[src/rtl/br_sfifo_wr_arb.sv]
// Round-robin burst arbiter in front of a shared sync FIFO write port.
// Optional stall watchdog: define BR_SFIFO_WR_ARB_WDOG_EN.
module br_sfifo_wr_arb #(
  parameter int WIDTH     = 32,
  parameter int NREQ      = 4,
  parameter int PTR       = 2,
  parameter int MAX_BURST = 8,
  parameter int AF_LVL    = 12,
  parameter int WDOG_CYC  = 64
) (
  input  logic                  clk,
  input  logic                  srst,
  input  logic [NREQ-1:0]       req_vld,
  input  logic [NREQ*WIDTH-1:0] req_data,
  input  logic [NREQ-1:0]       req_last,
  output logic [NREQ-1:0]       req_ack,
  output logic [NREQ-1:0]       gnt,
  output logic                  busy,
  output logic                  fifo_wr_en,
  output logic [WIDTH-1:0]      fifo_din,
  input  logic                  fifo_full,
  input  logic [PTR+1:0]        fifo_cnt,
  output logic                  wdog_err
);

  localparam int IW = (NREQ > 1) ? $clog2(NREQ) : 1;
  localparam logic S_IDLE  = 1'b0;
  localparam logic S_BURST = 1'b1;

  logic            state;
  logic [NREQ-1:0] gnt_q;
  logic [IW-1:0]   rr_last;
  logic [7:0]      bcnt;
  logic            acc;
  logic            last_g;
  logic            rel;
  logic            can_gnt;
  logic            pick_vld;
  logic [IW-1:0]   pick;
  logic [NREQ-1:0] pick_oh;
  logic [WIDTH-1:0] din;
  logic            wdog_fire;

  // Scan starts just past the last winner so every requester rotates.
  always_comb begin
    pick_vld = 1'b0;
    pick     = '0;
    for (int k = 1; k <= NREQ; k++) begin
      if (!pick_vld && req_vld[(int'(rr_last) + k) % NREQ]) begin
        pick_vld = 1'b1;
        pick     = IW'((int'(rr_last) + k) % NREQ);
      end
    end
  end

  always_comb begin
    pick_oh       = '0;
    pick_oh[pick] = 1'b1;
  end

  always_comb begin
    din    = '0;
    last_g = |(gnt_q & req_last);
    for (int i = 0; i < NREQ; i++) begin
      if (gnt_q[i]) din = din | req_data[i*WIDTH +: WIDTH];
    end
  end

  assign acc     = |(gnt_q & req_vld) & ~fifo_full;
  assign rel     = acc && (last_g || bcnt == 8'(MAX_BURST-1));
  assign can_gnt = pick_vld && (int'(fifo_cnt) < AF_LVL);

`ifdef BR_SFIFO_WR_ARB_WDOG_EN
  logic [15:0] wcnt;

  // Only a vanished requester counts as a stall; a full FIFO never does.
  assign wdog_fire = (state == S_BURST) && !acc && !fifo_full &&
                     (wcnt == 16'(WDOG_CYC-1));

  always_ff @(posedge clk) begin
    if (srst) begin
      wcnt     <= '0;
      wdog_err <= 1'b0;
    end else begin
      wdog_err <= wdog_fire;
      if (state != S_BURST || acc || wdog_fire)
        wcnt <= '0;
      else if (!fifo_full)
        wcnt <= wcnt + 16'd1;
    end
  end
`else
  assign wdog_fire = 1'b0;
  assign wdog_err  = 1'b0;
`endif

  always_ff @(posedge clk) begin
    if (srst) begin
      state   <= S_IDLE;
      gnt_q   <= '0;
      rr_last <= IW'(NREQ-1);
      bcnt    <= '0;
    end else begin
      case (state)
        S_IDLE: begin
          if (can_gnt) begin
            state   <= S_BURST;
            gnt_q   <= pick_oh;
            rr_last <= pick;
            bcnt    <= '0;
          end
        end
        S_BURST: begin
          if (acc) bcnt <= bcnt + 8'd1;
          if (rel || wdog_fire) begin
            state <= S_IDLE;
            gnt_q <= '0;
          end
        end
        default: begin
          state <= S_IDLE;
          gnt_q <= '0;
        end
      endcase
    end
  end

  assign gnt        = gnt_q;
  assign busy       = (state == S_BURST);
  assign fifo_wr_en = acc;
  assign fifo_din   = din;
  assign req_ack    = acc ? gnt_q : '0;

endmodule

[config.mk]
export PLATFORM = sky130hd
export DESIGN_NAME = br_sfifo_wr_arb
export DESIGN_NICKNAME = d
export VERILOG_FILES = /design/src/rtl/br_sfifo_wr_arb.sv
export SDC_FILE = /design/constraint.sdc
export NUM_CORES = 1
export LEC_CHECK = 0
export BUFFER_PORTS_ARGS = -buffer_cell sky130_fd_sc_hd__buf_2
export CORE_MARGIN = 1.5
export CORE_UTILIZATION = 28
export DETAILED_ROUTE_END_ITERATION = 8
export PLACE_DENSITY = 0.69
export SKIP_CTS_REPAIR_TIMING = 1
export SKIP_LAST_GASP = 1
export SLEW_MARGIN = 30
export SYNTH_ARGS = -nofsm -noshare
export SYNTH_HDL_FRONTEND = slang
export SYNTH_SLANG_ARGS = --single-unit
[constraint.sdc]
create_clock -name clk -period 1.95 [get_ports clk]
set_input_delay 0.0975 -clock clk [delete_from_list [all_inputs] [get_ports clk]]
set_output_delay 0.0975 -clock clk [all_outputs]
set_load 0.005 [all_outputs]
Word-level counts from Yosys, hierarchy flattened
Index checks and enable logic that the tools add are counted.
Word-level totals
  input port bits: 143
  bits in registers: 15
  output and inout bits: 43
Operators by class
  reductions and logical operators: 19
  magnitude comparators: 7
  eq/ne operators: 4
  multiplexer cells: 36
  add/subtract/negate cells: 5
  bitwise logic cells: 12
Operators by type and width (number)
  32-bit 2-to-1 mux: 4
  32-bit OR: 3
  3-bit by 4-bit less-than comparator with 1-bit output (second input constant): 4
  8-bit 2-to-1 mux: 2
  8-bit case mux with 2 select lines: 1
  1-bit 2-to-1 mux: 15
  4-bit 2-to-1 mux: 3
  8-bit by 1-bit adder with 8-bit output (second input constant): 1
  4-bit bitwise AND: 2
  1-bit binary-select mux with 2-bit select: 4
  8-bit by 3-bit == test with 1-bit output (second input constant): 1
  2-bit 2-to-1 mux: 4
  4-bit case mux with 2 select lines: 1
  2-bit OR reduction: 4
  4-bit OR reduction: 2
  1-bit logical AND: 6
  2-bit AND reduction: 3
  2-bit by 1-bit adder with 2-bit output (second input constant): 2
  2-bit adder (second input constant): 2
  1-bit bitwise AND (first input constant): 4
  4-bit less-than comparator (second input constant): 1
  2-bit by 1-bit inequality test with 1-bit output (second input constant): 2
  1-bit zero test: 3
  2-bit by 3-bit less-than comparator with 1-bit output (second input constant): 1
  7 further kinds: 8

Depth between registers and ports, before layout
Gate-level depths: netlist (run 1).
  word-level depth: 22
  mapped depth: 6
  mapped depth without buffers: 5

Worst setup path after synthesis (run 1)
OpenSTA, ideal clock, no wires.
  path type: flip-flop to flip-flop
  start point: register bcnt[3]
  end point: register gnt_q[1] (netlist: gnt[1])
  setup slack: 0.399 ns
  buffers on the path: 0
  cell stages (with the launch flop): 5
  arrival time: 1.419 ns
  clock period less this slack: 1.551 ns
  setup time: 0.132 ns
  path through: dfxtp_1 > or4_1 > or3_4 > a21oi_4 > o32ai_1
Between the ends
  cells in the longest elaborated chain, start to end: 5
Ends and longest elaborated chain
  from (decl): line 33  | logic [7:0] bcnt;
  from (signal assigned): line 114  | if (acc) bcnt <= bcnt + 8'd1;
  8-bit by 3-bit == test with 1-bit output: line 70  | assign rel = acc && (last_g || bcnt == 8'(MAX_BURST-1));
  1-bit logical OR: line 70
  1-bit logical AND: line 70
  2-bit by 1-bit inequality test with 1-bit output (no line)
  2-bit AND reduction (no line)
  to (signal assigned): line 108  | gnt_q <= pick_oh;
  to (decl): line 31  | logic [NREQ-1:0] gnt_q;
Every way passes these cells.
A chain may end at the register's enable or synchronous reset.

Worst setup path in the final report (run 1)
Ends and elaborated chain as after synthesis.

==> metrics.txt, run 1 <==
status=finished, final reports clean; VDD IR max=457 uV; Seq/Total Area, Yosys=18.7%; die outline area=6210 um^2; initial antenna violation count=3; # rows=27; largest net degree at the start of global routing=36; Cell variety after synth=43; Async S/R FF share, synth=0%; cells after synthesis=232; Layout Skew=0.00292 ns; critical path arrival=about 1.8 ns; Post-Syn Area=1610 um^2; hold depth=2; vias in the first global route=around 2,200; Final Cycle Share=83.7%; nets@finish=549; endpoints failing setup=0; Iteration-0 DRC Markers=between 80 and 90; CTS root buf=clkbuf_8; hold crit path type=input pin to flip-flop; final worst setup slack=0.318 ns; Crit. End Element=flip-flop; WL final=7.14 mm; Reg clk slew, reported paths=~0.060 ns; detailed placement HPWL=about 5.6 mm; Hold Startpoint=srst; global route overflow=0; Top FF cell, synth=dfxtp_1; Fin. Hold Viols=0; Via density=between 5 and 6; syn_area_per_cell=6.93 um^2; synth top area cells=a22oi_1, dfxtp_1, nand2_1; WS Path Type=flip-flop to flip-flop; Core ar.=5510 um^2; Port Buffers=182; worst hold slack=0.210 ns; CP Max Fanout=7; Levels on crit path=4; Initial Utilization=29.2%; Register Area=approximately 300 um^2; maxcap violations=0; TritonCTS clock tree=built; crit start category=flip-flop; DIE HEIGHT=78.8 um; per-cell routed wire length=14.9 um; cell chain of the critical path=or4_1 -> or3_4 -> a21oi_4 -> o32ai_1; worst-case reg-to-reg path depth=4; Remaining DRCs=0; ANT nets after route=0; CP Launch Point=bcnt[3]; post-synth top area cell=a22oi_1; Synth top area share=29.9%; Fillers=600; leakage power=1.42 nW; commonest cells after routing, fill and taps aside=buf_2, a22oi_1, nand2_1; I/O pin total=186; Cell Pwr Density=461 nW/um^2; #FFs+latches synth=15; EDFF count, synth=0; Critical Path RT=2.08 ns; gr usage total=21.4%; Peak Freq=0.613 GHz; router iterations before antenna repair=4; max-slew violations=0; CP max stage cell=or4_1; WP buf/inv=0; area of the multi-input gates=1210 um^2; placer congestion estimate=between 0.7 and 0.8; dpl ws=0.323 ns; first-pass GRT wire length=approximately 11 mm; Synth Warn #=0; RSZ-0062 raised after global routing=false; H-tree levels=1; CTS buffer count=3; CTS sink cnt=15; syn_nets=roughly 380; Worst R2R Start=bcnt[3]; worst skew pair latency=0.26 ns; detailed-route via count=2,478; Area Growth Syn to Fin=63.0%; cell family with most CP delay=simple AND/OR/NAND/NOR gates; die width=78.8 um; final setup TNS=0 ns; Reg2Reg Setup Slack=0.32 ns; Clock Tree Buf Depth=2; share of cells above drive strength 1=49.0%; commonest non-fill, non-tap cell in the layout=buf_2; fin crit period=1.63 ns; CP peak stage delay=0.52 ns
[state kept, by name, summed over array words and instances, names as in the netlist]
| signal | count |
|---|---|
| bcnt | 8 |
| gnt | 4 |
| rr_last | 2 |
| busy | 1 |
[power by group]
part	internal (mW)	total, mW	switching [mW]	leakage, nW
sequential	0.322	0.336	0.0144	0.122
combinational	0.301	0.608	0.307	1.27
clock	0.142	0.263	0.121	0.0255
[path summary, 6_finish.rpt]
path / to
setup / recovery: gnt[1]
hold / removal: bcnt[3]
setup reg to reg: gnt[1]
hold reg to reg: bcnt[1]
[cells by family after synthesis]
kind of cell	count (synthesis)	synth area share [%]
other	1	0.233
AO/OA/AOI/OAI	96	43.9
flip-flops	15	18.7
AND/OR/NAND/NOR	96	30.2
adder cells (fa/ha/maj)	1	0.778
buffers and inverters	23	6.23
[metrics by stage]
| step | power [mW] | util, % | cells | cell area (um^2) |
|---|---|---|---|---|
| 3_5_place_dp | 0.950 | 46.6 | 472 | 2570 |
| 4_1_cts | 1.22 | 47.5 | 476 | 2620 |
| 5_1_grt | 1.30 | 47.5 | 476 | 2620 |
| 6_report | 1.21 | 47.6 | 478 | 2620 |
| 2_1_floorplan | 0.634 | - | 232 | 1610 |
| 3_3_place_gp | 0.942 | 46.6 | 472 | 2570 |
[synth_stat cells, drive strengths merged, types with 2 or more instances]
| master | number |
|---|---|
| o2bb2ai | 2 |
| inv | 2 |
| nor2 | 8 |
| o32ai | 2 |
| a22o | 4 |
| nor2b | 4 |
| nand3 | 13 |
| and2 | 8 |
| a31oi | 4 |
| buf | 8 |
| nand2 | 42 |
| nand3b | 4 |
| a21oi | 8 |
| or4 | 2 |
| a22oi | 64 |
| clkbuf | 13 |
| o21ai | 5 |
| or3 | 4 |
| dfxtp | 15 |
| nand2b | 3 |
| o21a | 2 |
[cell type report]
cell class	instances	area share [%]
Antenna cell	2	0.191
Clock inverter	1	0.191
Multi-Input combinational cell	194	46.1
Sequential cell	15	11.5
Clock buffer	3	1.58
Inverter	2	0.287
Tap cell	72	3.44
Timing Repair Buffer	189	36.8
[metal layers]
metal  up-vias  track usage, %  wire [um]
li1       1237               -          -
met2       107            34.0       3330
met1      1117            28.7       3010
met5         -               0          7
met4         2            6.96        145
met3        15            4.83        650
(Power assumes the default switching activity.)
==> run 2, diff against run 1 <==
- PLACE_DENSITY: 0.69 -> 0.72
- clock period: 1.95 -> 1.5 ns (I/O delays scaled with it)
==> run 2 against run 1 <==
Against the previous run: die area unchanged; sequential power increased by 31%; sequential cell count unchanged; the flow now finishes with violations (negative setup slack); worst setup slack worse by 0.42 ns; combinational power grew 37%; power is 33% higher; via count up 2.2%.
==> metrics.txt, run 2 (synthesis gave the netlist of run 1 again) <==
status=complete, but fails checks; failing checks=negative setup slack; router iterations before antenna repair=4 (unchanged); fin crit period=1.60 ns (-0.0298 ns); Port Buffers=182 (unchanged); Layout Skew=0.000765 ns (-0.00216 ns); die width=78.8 um (unchanged); TritonCTS clock tree=built; vias in the first global route=2,200 (+0.14%); per-cell routed wire length=14.9 um (-0.21%); CP max stage cell=or4_1; ANT nets after route=0 (unchanged); Cell Pwr Density=581 nW/um^2 (+26%); Worst R2R End=gnt[3]; placer congestion estimate=0.891 (+14%); Reg power frac=27.5% (-0.4 points); RSZ-0062 raised after global routing=true; hold crit path type=input pin to flip-flop; detailed placement HPWL=5.63 mm (-0.16%); Core ar.=5510 um^2 (unchanged); WS Path Type=flip-flop to flip-flop; Placed Cells=478 (+1.3%); Fillers=563 (-6.2%); die outline area=6210 um^2 (unchanged); leakage power=1.47 nW (+3.9%); # rows=27 (unchanged); worst skew pair latency=0.25 ns (about the same); gr busiest metal=met2; hold depth=2 (unchanged); H-tree levels=1 (unchanged); met2 GRT Util=34.5% (+0.52 points); largest net degree at the start of global routing=37 (+2.8%); detailed-route via count=2,533 (+2.2%); P_sw=571 uW (+29%); WL final=7.26 mm (+1.7%); Worst R2R Start=bcnt[3]; internal power=1.03 mW (+35%); Sw Ratio=35.6% (-1.0 points); Clock Tree Buf Depth=2 (unchanged); max reg flops=8 (unchanged); max-slew violations=0 (unchanged); CP Max Fanout=4 (-3); M3 GR Usage=5.06% (+0.23 points); largest register by flop count=bcnt; endpoints failing setup=4 (+4); Initial Utilization=29.2% (unchanged); global-route track usage on met1=28.5% (-0.18 points); worst hold slack=0.204 ns (-0.00589 ns); maxcap violations=0 (unchanged); initial antenna violation count=4 (+1); CTS root buf=clkbuf_8; share of cells above drive strength 1=52.4% (+3.4 points); Critical Path RT=1.63 ns (-0.45 ns); Final Cycle Share=107% (+23 points); Remaining DRCs=0 (unchanged); commonest non-fill, non-tap cell in the layout=buf_2; Reg2Reg Setup Slack=-0.10 ns (-0.42 ns); Hold Startpoint=srst; Finished Cell Area=2760 um^2 (+5.3%); Fin. Hold Viols=0 (unchanged); dpl ws=-0.0664 ns (-0.389 ns); DP Area=2650 um^2 (+3.3%); gr usage total=21.4% (-0.059 points); Register Area=307 um^2 (+2.1%); CTS sink cnt=15 (unchanged); Comb power frac=52.0% (+1.7 points); DIE HEIGHT=78.8 um (unchanged); I/O pin total=186 (unchanged); cell chain of the critical path=or4_1 -> or3_4 -> a21oi_4 -> o32ai_1; CTS buffer count=3 (unchanged); critical path arrival=1.73 ns (-0.03 ns); crit start category=flip-flop; Iteration-0 DRC Markers=121 (+48%); global route overflow=0 (unchanged); Reg clk slew, reported paths=0.06 ns (about the same); final worst setup slack=-0.102 ns (-0.420 ns); nets@finish=557 (+1.5%); VDD IR max=571 uV (+25%); Area Growth Syn to Fin=71.6%; final core occ=50.1% (+2.5 points); WHS Endpoint=bcnt[1]; Peak Freq=0.624 GHz (+1.9%); Via density=5.20 (+0.33%); area of the multi-input gates=1230 um^2 (+2.1%); Non-Filler Instances=487 (+1.9%); Crit. End Element=flip-flop; Clk network pwr share=20.5% (-1.3 points); worst-case reg-to-reg path depth=4 (unchanged); commonest cells after routing, fill and taps aside=buf_2, a22oi_1, nand2_1; CP peak stage delay=0.51 ns (about the same); first-pass GRT wire length=10.7 mm (+1.0%)
[run 2: changes by cell type in the layout (fill, tap and decap cells not counted), sizes merged]
cell / before / now
diode: 2 / 3
buf: 189 / 197
[run 2: final cells by class]
class	count	area share, %
multi-input cells	194	44.7
repair buffers	197	38.7
flip-flops and latches	15	11.1
well taps	72	3.27
clock buffers	3	1.50
inverters	2	0.272
diodes	3	0.272
clock inverters	1	0.181
[run 2: worst max-delay path, delay by kind of cell (launching register included)]
| family | cells | cell delay (ns) |
|---|---|---|
| AND/OR/NAND/NOR | 2 | 0.87 |
| flip-flops | 1 | 0.32 |
| AO/OA/AOI/OAI | 2 | 0.29 |
[run 2: routing by layer]
layer	part of all wire [%]	wire length, um
met5	0.18	13
met4	1.9	140
met3	9.3	678
met2	47	3410
met1	42	3020
[run 2: worst max-delay path by stage]
| stage | to | from | slack (ns) | cells after the start |
|---|---|---|---|---|
| 2_1_floorplan | gnt[1] | bcnt[3] | -0.04 | 4 |
| 6_report | gnt[3] | bcnt[3] | -0.10 | 4 |
| 3_3_place_gp | gnt[1] | bcnt[3] | -0.05 | 4 |
| 3_5_place_dp | gnt[3] | bcnt[3] | -0.07 | 4 |
| 5_1_grt | gnt[3] | bcnt[3] | -0.17 | 4 |
| 4_1_cts | gnt[3] | bcnt[3] | -0.1 | 4 |
[run 2: power groups by stage]
stage	sequential, mW	combinational (mW)	clock, mW
final	0.440	0.833	0.328
after CTS	0.438	0.820	0.338
after global placement	0.446	0.810	0
after global routing	0.443	0.922	0.353
after floorplan	0.442	0.383	0
after detailed placement	0.447	0.816	0
[run 2: stage by stage]
| stage | power (mW) | TNS [ns] |
|---|---|---|
| 2_1_floorplan | 0.824 | -0.0805 |
| 3_3_place_gp | 1.26 | -0.109 |
| 3_5_place_dp | 1.26 | -0.182 |
| 4_1_cts | 1.60 | -0.311 |
| 5_1_grt | 1.72 | -0.619 |
| 6_report | 1.60 | -0.315 |
==> run 3, diff against run 2 <==
- ABC_CLOCK_PERIOD_IN_PS: default -> 2100
- PLACE_DENSITY: 0.72 -> 0.69
- clock period: 1.5 -> 2.1 ns (I/O delays scaled with it)
==> run 3 against run 2 <==
Against the previous run: the run now ends clean; non-clock buffer count decreased by 10; power decreased by 30%; sequential cell count unchanged; utilization decreased by 2.8 points; hold slack improved by 0.023 ns; clock skew increased by 0.0024 ns.
==> metrics.txt, run 3 (synthesis gave the netlist of run 1 again) <==
WL final=7.20 mm (-0.79%); largest register by flop count=bcnt; WS Path Type=flip-flop to flip-flop; RSZ-0062 raised after global routing=false; maxcap violations=0 (unchanged); met2 GRT Util=35.9% (+1.5 points); Iteration-0 DRC Markers=106 (-12%); hold depth=2 (unchanged); Crit. End Element=flip-flop; I/O pin total=186 (unchanged); global-route track usage on met1=26.9% (-1.6 points); Critical Path RT=2.23 ns (+0.60 ns); crit start category=flip-flop; DIE HEIGHT=78.8 um (unchanged); M3 GR Usage=5.52% (+0.46 points); H-tree levels=1 (unchanged); worst skew pair latency=0.25 ns (about the same); CTS sink cnt=15 (unchanged); Clock Tree Buf Depth=2 (unchanged); CP Max Fanout=7 (+3); worst-case reg-to-reg path depth=4 (unchanged); Port Buffers=182 (unchanged); Fin. Hold Viols=0 (unchanged); Core ar.=5510 um^2 (unchanged); ANT nets after route=0 (unchanged); global route overflow=0 (unchanged); P_sw=412 uW (-28%); vias in the first global route=2,275 (+3.4%); # rows=27 (unchanged); Non-Filler Instances=476 (-2.3%); commonest cells after routing, fill and taps aside=buf_2, a22oi_1, nand2_1; Comb power frac=50.5% (-1.5 points); Worst Tran Pin Value=0.554 ns; gr busiest metal=met2; Reg clk slew, reported paths=0.06 ns (about the same); Worst R2R Start=bcnt[3]; normalized max-slew margin=62.8%; Layout Skew=0.00318 ns (+0.00242 ns); Final Cycle Share=80.0% (-27 points); status=finished, final reports clean; fin crit period=1.68 ns (+0.0784 ns); Hold Startpoint=srst; CP peak stage delay=0.55 ns (+0.04 ns); max reg flops=8 (unchanged); CTS buffer count=3 (unchanged); die outline area=6210 um^2 (unchanged); die width=78.8 um (unchanged); hold crit path type=input pin to flip-flop; per-cell routed wire length=15.1 um (+1.5%); first-pass GRT wire length=10.8 mm (+1.0%); VDD IR max=407 uV (-29%); share of cells above drive strength 1=48.8% (-3.7 points); placer congestion estimate=0.839 (-5.8%); detailed placement HPWL=5.49 mm (-2.5%); Peak Freq=0.595 GHz (-4.7%); Via density=5.27 (+1.3%); Placed Cells=470 (-1.7%); final setup TNS=0 ns (+0.315 ns); largest net degree at the start of global routing=37 (unchanged); cell chain of the critical path=or4_1 -> or3_4 -> a21oi_4 -> o32ai_1; CP max stage cell=or4_1; Overall Power=1.12 mW (-30%); TritonCTS clock tree=built; endpoints failing setup=0 (-4); max-slew violations=0 (unchanged); nets@finish=547 (-1.8%); initial antenna violation count=3 (-1); Clk network pwr share=21.7% (+1.2 points); detailed-route via count=2,507 (-1.0%); router iterations before antenna repair=4 (unchanged); leakage power=1.41 nW (-4.5%); CTS root buf=clkbuf_8; CP Launch Point=bcnt[3]; Area Growth Syn to Fin=62.0%; Cell Pwr Density=429 nW/um^2 (-26%); critical path arrival=1.81 ns (+0.08 ns); internal power=706 uW (-32%); Remaining DRCs=0 (unchanged); Sw Ratio=36.8% (+1.2 points); Initial Utilization=29.2% (unchanged); gr usage total=21.6% (+0.20 points); Reg power frac=27.8% (+0.3 points); commonest non-fill, non-tap cell in the layout=buf_2
run 3: final cells by class:
class,instances,area (um^2)
timing repair buffer,187,948
tap,72,90.1
multi-input combinational,194,1210
clock buffer,3,41.3
fill,571,2900
sequential,15,300
inverter,2,7.51
antenna,2,5.00
clock inverter,1,5.00
run 3: power by group through the flow:
stage / Combinational (mW) / Sequential, mW / Clock, mW
after global placement: 0.554 / 0.316 / 0
after detailed placement: 0.563 / 0.317 / 0
after floorplan: 0.273 / 0.315 / 0
final: 0.564 / 0.311 / 0.243
after global routing: 0.629 / 0.313 / 0.259
after CTS: 0.565 / 0.311 / 0.246
run 3: worst paths after layout:
path,to,slack (ns)
worst max-delay path,gnt[1],0.42
worst min-delay path,bcnt[4],0.23
worst max register to register,gnt[1],0.42
worst min register to register,bcnt[1],0.51
run 3: layer usage:
layer	vias to the layer above	part of all wire, %
li1	1233	-
met1	1159	42
met2	100	47
met3	13	9.2
met4	2	1.7
met5	-	0.097
run 3: through the flow:
| stage | setup WS [ns] | cell area (um^2) | util, % | hold slack (ns) |
|---|---|---|---|---|
| after floorplan | 0.549 | 1610 | - | 0.267 |
| after global placement | 0.478 | 2550 | 46.4 | 0.480 |
| after detailed placement | 0.463 | 2550 | 46.4 | 0.480 |
| after CTS | 0.430 | 2600 | 47.2 | 0.228 |
| after global routing | 0.372 | 2600 | 47.2 | 0.249 |
| final | 0.420 | 2610 | 47.3 | 0.228 |
run 3: worst max-delay path, delay by kind of cell, from the launching register on:
kind | cells | cell delay (ns)
flip-flops | 1 | 0.36
AO/OA/AOI/OAI | 2 | 0.27
AND/OR/NAND/NOR | 2 | 0.91
